`config.mk`:
```
export PLATFORM = sky130hd
export DESIGN_NAME = led_pwm_driver
export DESIGN_NICKNAME = d
export VERILOG_FILES = /design/src/rtl/led_pwm_driver.sv
export SDC_FILE = /design/constraint.sdc
export NUM_CORES = 1
export LEC_CHECK = 0
export CAP_MARGIN = 30
export CORE_ASPECT_RATIO = 2
export CORE_UTILIZATION = 40
export CTS_CLUSTER_SIZE = 16
export DETAILED_ROUTE_END_ITERATION = 7
export PLACE_DENSITY = 0.79
export SYNTH_ARGS = -nofsm -noshare
export SYNTH_HDL_FRONTEND = slang
export SYNTH_SLANG_ARGS = --single-unit
```
`constraint.sdc`:
```
create_clock -name led_clk -period 2.34 [get_ports led_clk]
set_input_delay 0.468 -clock led_clk [delete_from_list [all_inputs] [get_ports led_clk]]
set_output_delay 0.468 -clock led_clk [all_outputs]
set_load 0.005 [all_outputs]
```
`src/rtl/led_pwm_driver.sv`:
```
// Drives the board LED pins from the registered ledout pattern, applying a
// global PWM brightness and an optional blink, both set through a bus register.
module led_pwm_driver #(
    parameter int WIDTH         = 24,
    parameter int PRESCALE      = 1000,
    parameter int PWM_BITS      = 4,
    parameter int BLINK_PERIODS = 64
) (
    input  logic             led_clk,
    input  logic             ledrst_n,
    input  logic [WIDTH-1:0] ledin,
    input  logic             pwmcs,
    input  logic             pwmwrite,
    input  logic [15:0]      pwmwdata,
    output logic [15:0]      pwmrdata,
    output logic [WIDTH-1:0] ledpins
);

    localparam int PRE_W   = (PRESCALE > 1) ? $clog2(PRESCALE) : 1;
    localparam int BLINK_W = (BLINK_PERIODS > 1) ? $clog2(BLINK_PERIODS) : 1;

    logic [PRE_W-1:0]    pre_cnt;
    logic [PWM_BITS-1:0] pwm_cnt;
    logic [BLINK_W-1:0]  blink_cnt;
    logic                blink_phase;
    logic [PWM_BITS-1:0] duty;
    logic [PWM_BITS-1:0] duty_pend;
    logic                blink_en;
    logic                blink_en_pend;

    logic step;
    logic boundary;
    logic on;
    logic wr_en;
    logic unused_wdata;

    assign step     = (pre_cnt == PRE_W'(PRESCALE - 1));
    assign boundary = step && (pwm_cnt == {PWM_BITS{1'b1}});
    assign wr_en    = pwmcs && pwmwrite;

    // Full-scale duty means 100 % lit, not (2**PWM_BITS-1)/2**PWM_BITS.
    assign on = (duty == {PWM_BITS{1'b1}}) || (pwm_cnt < duty);

    assign unused_wdata = ^pwmwdata;

    always_comb begin
        pwmrdata                 = '0;
        pwmrdata[PWM_BITS-1:0]   = duty_pend;
        pwmrdata[8]              = blink_en_pend;
    end

    always_ff @(posedge led_clk) begin
        if (!ledrst_n) begin
            pre_cnt       <= '0;
            pwm_cnt       <= '0;
            blink_cnt     <= '0;
            blink_phase   <= 1'b1;
            duty          <= '1;
            duty_pend     <= '1;
            blink_en      <= 1'b0;
            blink_en_pend <= 1'b0;
            ledpins       <= '0;
        end else begin
            ledpins <= ledin & {WIDTH{on & blink_phase}};

            pre_cnt <= step ? '0 : pre_cnt + 1'b1;
            if (step) begin
                pwm_cnt <= pwm_cnt + 1'b1;
            end

            // Live settings only change at a period boundary; a write landing
            // on the boundary itself waits for the following one.
            if (boundary) begin
                duty     <= duty_pend;
                blink_en <= blink_en_pend;
                if (blink_en_pend) begin
                    if (blink_cnt == BLINK_W'(BLINK_PERIODS - 1)) begin
                        blink_cnt   <= '0;
                        blink_phase <= ~blink_phase;
                    end else begin
                        blink_cnt <= blink_cnt + 1'b1;
                    end
                end else begin
                    blink_cnt   <= '0;
                    blink_phase <= 1'b1;
                end
            end

            if (wr_en) begin
                duty_pend     <= pwmwdata[PWM_BITS-1:0];
                blink_en_pend <= pwmwdata[8];
            end
        end
    end

endmodule
```
==> impl_metrics.csv, run 1 <==
group,metric,value,unit
clock_tree,clkSlewWorstSetupHoldPaths,0.08,ns
clock_tree,clkSinkCount,54,
critical_path,cp-end-kind,"register",
timing,slew_viol_final,0,
route,drtIter0Drc,15,
clock_tree,clockRootBuffer,"clkbuf_8",
route,antenna_left,0,
synth,synth-compound-area-share,11.60,%
clock_tree,htreeDepth,2,
critical_path,worstPathMaxFanout,5,
timing,finalWorstSetupSlack,0.1965,ns
route,dr.pass1.iters,4,
die,ioPinCount,84,
die,die_h,106.1,µm
synth,synth_area,2168,µm²
pwr,power_density,557.5,nW/µm²
synth,synthMuxAreaShare,0.9233,%
synth,synth_simple_gate_area_share,22.62,%
synth,yosysUniqueCellTypes,33,
synth,synth_top_family_by_area,"simple AND/OR/NAND/NOR gates",
die,core_area,5185,µm²
final_layout,area_growth,33.76,%
synth,synth_xor_xnor_area_share,4.039,%
timing,fin_crit,2.144,ns
final_layout,final_common_cell,"clkdlybuf4s50_1",
placed_design,hpwlAfterDp,3525,µm
critical_path,required,2.58,ns
die,fp.dieArea,5737,µm²
timing,worst_clock_skew,0.007147,ns
critical_path,cp_data_arrival_time,2.38,ns
global_route,antenna_found_initial,0,
die,start_util,41.82,%
clock_tree,ctsHoldBuffers,0,
die,num_rows,37,
timing,rsz0062_at_grt,"no",
timing,fmax,466.5,MHz
timing,whs,0.4765,ns
synth,ys_seq_area_share,49.86,%
placed_design,routabilityCongestion,0.8151,
global_route,grt_pass1_vias,1846,
final_layout,fin_nets,366,
clock_tree,numCtsBuffers,5,
clock_tree,cts_tree,"done",
placed_design,place_ws,0.2043,ns
synth,syn_inst,252,
die,dieWidth,54.06,µm
pwr,leakagePower,0.001177,µW
critical_path,setup.worst_path.start_class,"register",
route,vias_per_cell,4.995,
synth,syn_avg_cell_area,8.604,µm²
synth,synthAdderAreaFrac,3.462,%
global_route,grt_pass1_wl,7693,µm
clock_tree,clkLatencyLatePin,0.30,ns
clock_tree,postCtsSetupBuffers,0,
route,routed_wirelength,4447,µm
final_layout,antennaDiodeCount,0,
outcome,outcome,"completed",
placed_design,io_buffer_count,61,
critical_path,crit_type,"reg2reg",
timing,setup_viol,0,
clock_tree,ctsResizeCount,0,
critical_path,cp_cell_sequence,"or3b_4, or4_1, or4_1, a21oi_1",
global_route,globalRouteTotalUtil,18.20,%
critical_path,max_stage_delay,0.58,ns
timing,finalHoldViolations,0,
synth,synth-seq-cells,54,
timing,setup_tns,0,ns
run,drv_cap,0,
critical_path,path_common_cell,"or4_1",
synth,synth_warnings,0,
route,vias,1868,
final_layout,mostFrequentLayoutCells,"clkdlybuf4s50_1, dfxtp_1, nand2_1, a21oi_1, nand3_1",
route,avgRoutedWirePerCell,11.89,µm
final_layout,final_area,2900,µm²
pwr,irDropWorstVdd,649.2,µV
placed_design,dpl_cell_area,2824,µm²
min_path,hold_class,"reg2reg",
route,drc,0,
critical_path,slowest_stage,"or4_1",
global_route,overflow,0,
pwr,design_power_total,1617,µW
global_route,grt_max_degree,25,
clock_tree,ctsLongestPathBuffers,2,
timing,period_share,91.60,%
final_layout,drive_gt1_share,4.747,%
[sequential cells by signal (all words and copies together), names as in the netlist]
signal,count
ledpins,24
blink_cnt,6
blink_phase,1
pwm_cnt,4
blink_en_pend,1
duty_pend,4
duty,4
pre_cnt,10
[per-stage QoR]
stage	utilization, %	instances
after floorplan	-	262
after global placement	54.46	367
after detailed placement	54.46	367
after CTS	55.94	374
after global routing	55.94	374
final	55.94	374
[cell families after synthesis]
logic type               Yosys count
AO/OA/AOI/OAI                     44
XOR/XNOR                          10
adder cells (fa/ha/maj)            6
buffers and inverters             30
flip-flops                        54
multiplexers                       2
other                              1
AND/OR/NAND/NOR                  105
[worst max-delay path, delay by kind of cell, from the launching register on]
family	cells	cell delay, ns
and+or+nand+nor	3	1.52
DFF	1	0.41
AOI/OAI and AO/OA	1	0.15
[synth_stat cells]
master | number | area (µm²)
a21boi_0 | 3 | 22.52
a21o_1 | 1 | 7.510
a21oi_1 | 29 | 145.1
a31oi_1 | 1 | 6.260
and2_1 | 3 | 18.77
and3_1 | 1 | 6.260
buf_2 | 1 | 5.000
buf_4 | 12 | 90.09
clkbuf_1 | 10 | 37.54
conb_1 | 1 | 3.750
dfxtp_1 | 54 | 1081
ha_1 | 6 | 75.07
inv_1 | 7 | 26.28
mux2i_1 | 2 | 20.02
nand2_1 | 46 | 172.7
nand2b_1 | 3 | 18.77
nand3_1 | 22 | 110.1
nand3b_1 | 1 | 7.510
nand4_1 | 3 | 18.77
nor2_1 | 12 | 45.04
nor2b_1 | 3 | 18.77
nor3_1 | 3 | 15.01
nor4_1 | 4 | 25.02
o211ai_1 | 3 | 22.52
o21ai_0 | 2 | 10.01
o21ai_1 | 1 | 5.000
o221ai_1 | 1 | 8.760
o31a_1 | 1 | 8.760
o31ai_1 | 2 | 15.01
or3b_4 | 1 | 11.26
or4_1 | 3 | 22.52
xnor2_1 | 8 | 70.07
xor2_1 | 2 | 17.52
[report_power, final]
group | internal, µW | switching [µW] | leakage, µW | total (µW)
clock | 206 | 267 | 0.0000383 | 473
combinational | 115 | 63.7 | 0.000695 | 178
sequential | 950 | 14.9 | 0.000444 | 965
total | 1270 | 346 | 0.00118 | 1620
[final cells by class]
class                           count  area, µm²
Timing Repair Buffer               70      678.2
Inverter                            7      26.28
Multi-Input combinational cell    178      965.9
Sequential cell                    54       1081
Fill cell                         484       2285
Tap cell                           58      72.57
Clock buffer                        7      76.32
[final timing paths]
path	startpoint	slack, ns	endpoint	cells past startpoint
min	pre_cnt[0]$_SDFF_PP0_	0.48	pre_cnt[0]$_SDFF_PP0_	1
max	pre_cnt[2]$_SDFF_PP0_	0.20	blink_cnt[5]$_SDFFE_PN0P_	4
min reg2reg	pre_cnt[0]$_SDFF_PP0_	0.48	pre_cnt[0]$_SDFF_PP0_	1
max reg2reg	pre_cnt[2]$_SDFF_PP0_	0.20	blink_cnt[5]$_SDFFE_PN0P_	4
[per-layer routing]
| metal | part of all wire, % | global-route usage, % | up-vias |
|---|---|---|---|
| met1 | 34 | 16.24 | 862 |
| met3 | 5.6 | 5.722 | 6 |
| met5 | 0 | 0 | - |
| li1 | - | - | 951 |
| met2 | 58 | 33.77 | 49 |
| met4 | 2.2 | 8.791 | 0 |
(Power assumes the default switching activity.)
==> run 2, diff against run 1 <==
ABC_AREA = 1   (was unset)
==> impl_metrics.csv, run 2 <==
group,metric,value,unit
route,drc,0,
timing,setup_tns,0,ns
die,ioPinCount,84,
die,fp.dieArea,5914,µm²
route,drtIter0Drc,30,
pwr,irDropWorstVdd,489.8,µV
synth,yosysUniqueCellTypes,27,
critical_path,slowest_stage,"clkdlybuf4s50_1",
clock_tree,numCtsBuffers,5,
critical_path,worstPathMaxFanout,5,
synth,yosysMostFrequentCell,"nand2_1",
final_layout,largest_reg_flops,24,
critical_path,cp_data_arrival_time,1.34,ns
critical_path,timing.rr.start,"pre_cnt[0]$_SDFF_PP0_",
clock_tree,clkSlewWorstSetupHoldPaths,0.10,ns
final_layout,antennaDiodeCount,0,
synth,ys_top_cells_by_count,"nand2_1, dfxtp_1, nor2_1",
min_path,whs_path_depth,1,
synth,synth-seq-cells,54,
synth,synth_edf_count,0,
global_route,grt_pass1_wl,7817,µm
global_route,overflow,0,
critical_path,rrSetupSlack,0.66,ns
critical_path,required,1.87,ns
timing,setup_viol,0,
clock_tree,ctsResizeCount,0,
final_layout,final_common_cell,"nand2_1",
placed_design,dpl_cell_area,2848,µm²
critical_path,crit_family,"buffers and inverters",
outcome,outcome,"completed",
global_route,globalRouteTotalUtil,18.13,%
final_layout,final_area,2938,µm²
final_layout,regMostFlops,"ledpins",
critical_path,ff2ff_path_depth,8,
synth,syn_inst,295,
clock_tree,ctsHoldBuffers,0,
timing,rsz0062_at_grt,"no",
min_path,hold_class,"reg2reg",
timing,period_share,77.45,%
route,avgRoutedWirePerCell,11.46,µm
final_layout,reg_top3,"ledpins: 24 flops, pre_cnt: 10 flops, blink_cnt: 6 flops",
synth,ys_seq_area_share,48.32,%
die,num_rows,38,
final_layout,mostFrequentLayoutCells,"nand2_1, clkdlybuf4s50_1, dfxtp_1, nor2_1, nand3_1",
synth,ys.flop_type,"dfxtp_1",
timing,fmax,551.8,MHz
min_path,hold_path.startpoint,"pre_cnt[0]$_SDFF_PP0_",
route,dr.pass1.iters,4,
clock_tree,cts_tree,"done",
pwr,design_power_total,1659,µW
die,die_h,107.8,µm
critical_path,cp-end-kind,"primary output",
die,dieWidth,54.88,µm
timing,whs,0.4651,ns
critical_path,max_stage_delay,0.56,ns
clock_tree,clockRootBuffer,"clkbuf_8",
clock_tree,postCtsSetupBuffers,0,
timing,fin_crit,1.812,ns
die,core_area,5420,µm²
critical_path,crit_type,"reg2out",
die,start_util,41.27,%
timing,finalWorstSetupSlack,0.5276,ns
pwr,leakagePower,0.001277,µW
timing,finalHoldViolations,0,
final_layout,drive_gt1_share,7.843,%
synth,yosysTopAreaCell,"dfxtp_1",
clock_tree,clkSinkCount,54,
placed_design,routabilityCongestion,0.8234,
route,antenna_left,0,
timing,slew_viol_final,0,
synth,ys_top_cells_by_area,"dfxtp_1, nand2_1, nor2_1, buf_4, nand3_1",
route,vias_per_cell,4.849,
global_route,antenna_found_initial,0,
synth,synth_area,2237,µm²
placed_design,hpwlAfterDp,3750,µm
synth,synth_warnings,0,
min_path,hold_end,"pre_cnt[0]$_SDFF_PP0_",
run,drv_cap,0,
critical_path,cp_cell_sequence,"clkdlybuf4s50_1",
synth,syn_avg_cell_area,7.584,µm²
placed_design,io_buffer_count,61,
timing,worst_clock_skew,0.01078,ns
synth,synth_top_area_share,48.32,%
clock_tree,ctsLongestPathBuffers,2,
pwr,power_density,564.6,nW/µm²
route,routed_wirelength,4778,µm
critical_path,r2r_end,"blink_phase$_SDFFE_PN1P_",
global_route,grt_pass1_vias,1906,
critical_path,setup.worst_path.start_class,"register",
global_route,grt_max_degree,25,
synth,async_reset_ff_share,0,%
critical_path,crit_buf_inv,1,
route,vias,2022,
clock_tree,htreeDepth,2,
final_layout,fin_nets,406,
placed_design,place_ws,0.6450,ns
clock_tree,clkLatencyLatePin,0.32,ns
final_layout,area_growth,31.32,%
==> run 2: changes by cell type after synthesis, sizes merged, moves of 4 or more <==
| cell | previous run | this run |
|---|---|---|
| xnor2 | 8 | 1 |
| clkbuf | 10 | 3 |
| inv | 7 | 23 |
| nand2 | 46 | 75 |
| a21oi | 29 | 15 |
| nor4 | 4 | 0 |
| buf | 13 | 17 |
| o21ai | 3 | 11 |
| nor2 | 12 | 53 |
==> run 2: area by class of cell <==
type | instances | area [µm²]
Sequential cell | 54 | 1081
Timing Repair Buffer | 64 | 633.1
Tap cell | 60 | 75.07
Multi-Input combinational cell | 208 | 972.2
Clock inverter | 3 | 21.27
Inverter | 23 | 86.33
Fill cell | 522 | 2482
Clock buffer | 5 | 68.82
==> run 2: cells by family (layout without fill, tap and decap cells) <==
logic type / Yosys count / count (layout) / synth area share, %
flip-flops: 54 / 54 / 48.32
AND/OR/NAND/NOR: 162 / 162 / 31.38
XOR/XNOR: 2 / 2 / 0.7831
buffers and inverters: 43 / 95 / 9.899
other: 1 / 11 / 0.1676
adder cells (fa/ha/maj): 6 / 6 / 3.356
AO/OA/AOI/OAI: 27 / 27 / 6.096
==> run 2: worst max path at each step <==
| stage | start | end | slack [ns] | cells after the start |
|---|---|---|---|---|
| 5_1_grt | blink_en_pend$_SDFFE_PN0P_ | pwmrdata[8] | 0.49 | 1 |
| 4_1_cts | blink_en_pend$_SDFFE_PN0P_ | pwmrdata[8] | 0.53 | 1 |
| 6_report | blink_en_pend$_SDFFE_PN0P_ | pwmrdata[8] | 0.53 | 1 |
| 3_5_place_dp | pre_cnt[0]$_SDFF_PP0_ | blink_phase$_SDFFE_PN1P_ | 0.65 | 8 |
| 3_3_place_gp | pre_cnt[0]$_SDFF_PP0_ | blink_phase$_SDFFE_PN1P_ | 0.69 | 8 |
| 2_1_floorplan | pre_cnt[0]$_SDFF_PP0_ | blink_cnt[1]$_SDFFE_PN0P_ | 1.02 | 9 |
==> run 2: power by group <==
| group | total, µW | leakage (µW) | internal [µW] | switching [µW] |
|---|---|---|---|---|
| registers | 965 | 0.000444 | 950 | 14.4 |
| logic | 176 | 0.000789 | 112 | 63.4 |
| clock network | 518 | 0.0000441 | 211 | 308 |
| total | 1660 | 0.00128 | 1270 | 386 |
==> run 2: metal layers <==
layer	track usage (%)	vias up	wire length [µm]
li1	-	1035	-
met1	15.10	920	1676
met2	34.77	58	2697
met3	5.226	9	281
met4	8.791	0	122
met5	0	-	0
==> run 2: through the flow <==
step	util, %	instances
2_1_floorplan	-	305
3_3_place_gp	52.54	409
3_5_place_dp	52.54	409
4_1_cts	54.20	417
5_1_grt	54.20	417
6_report	54.20	417
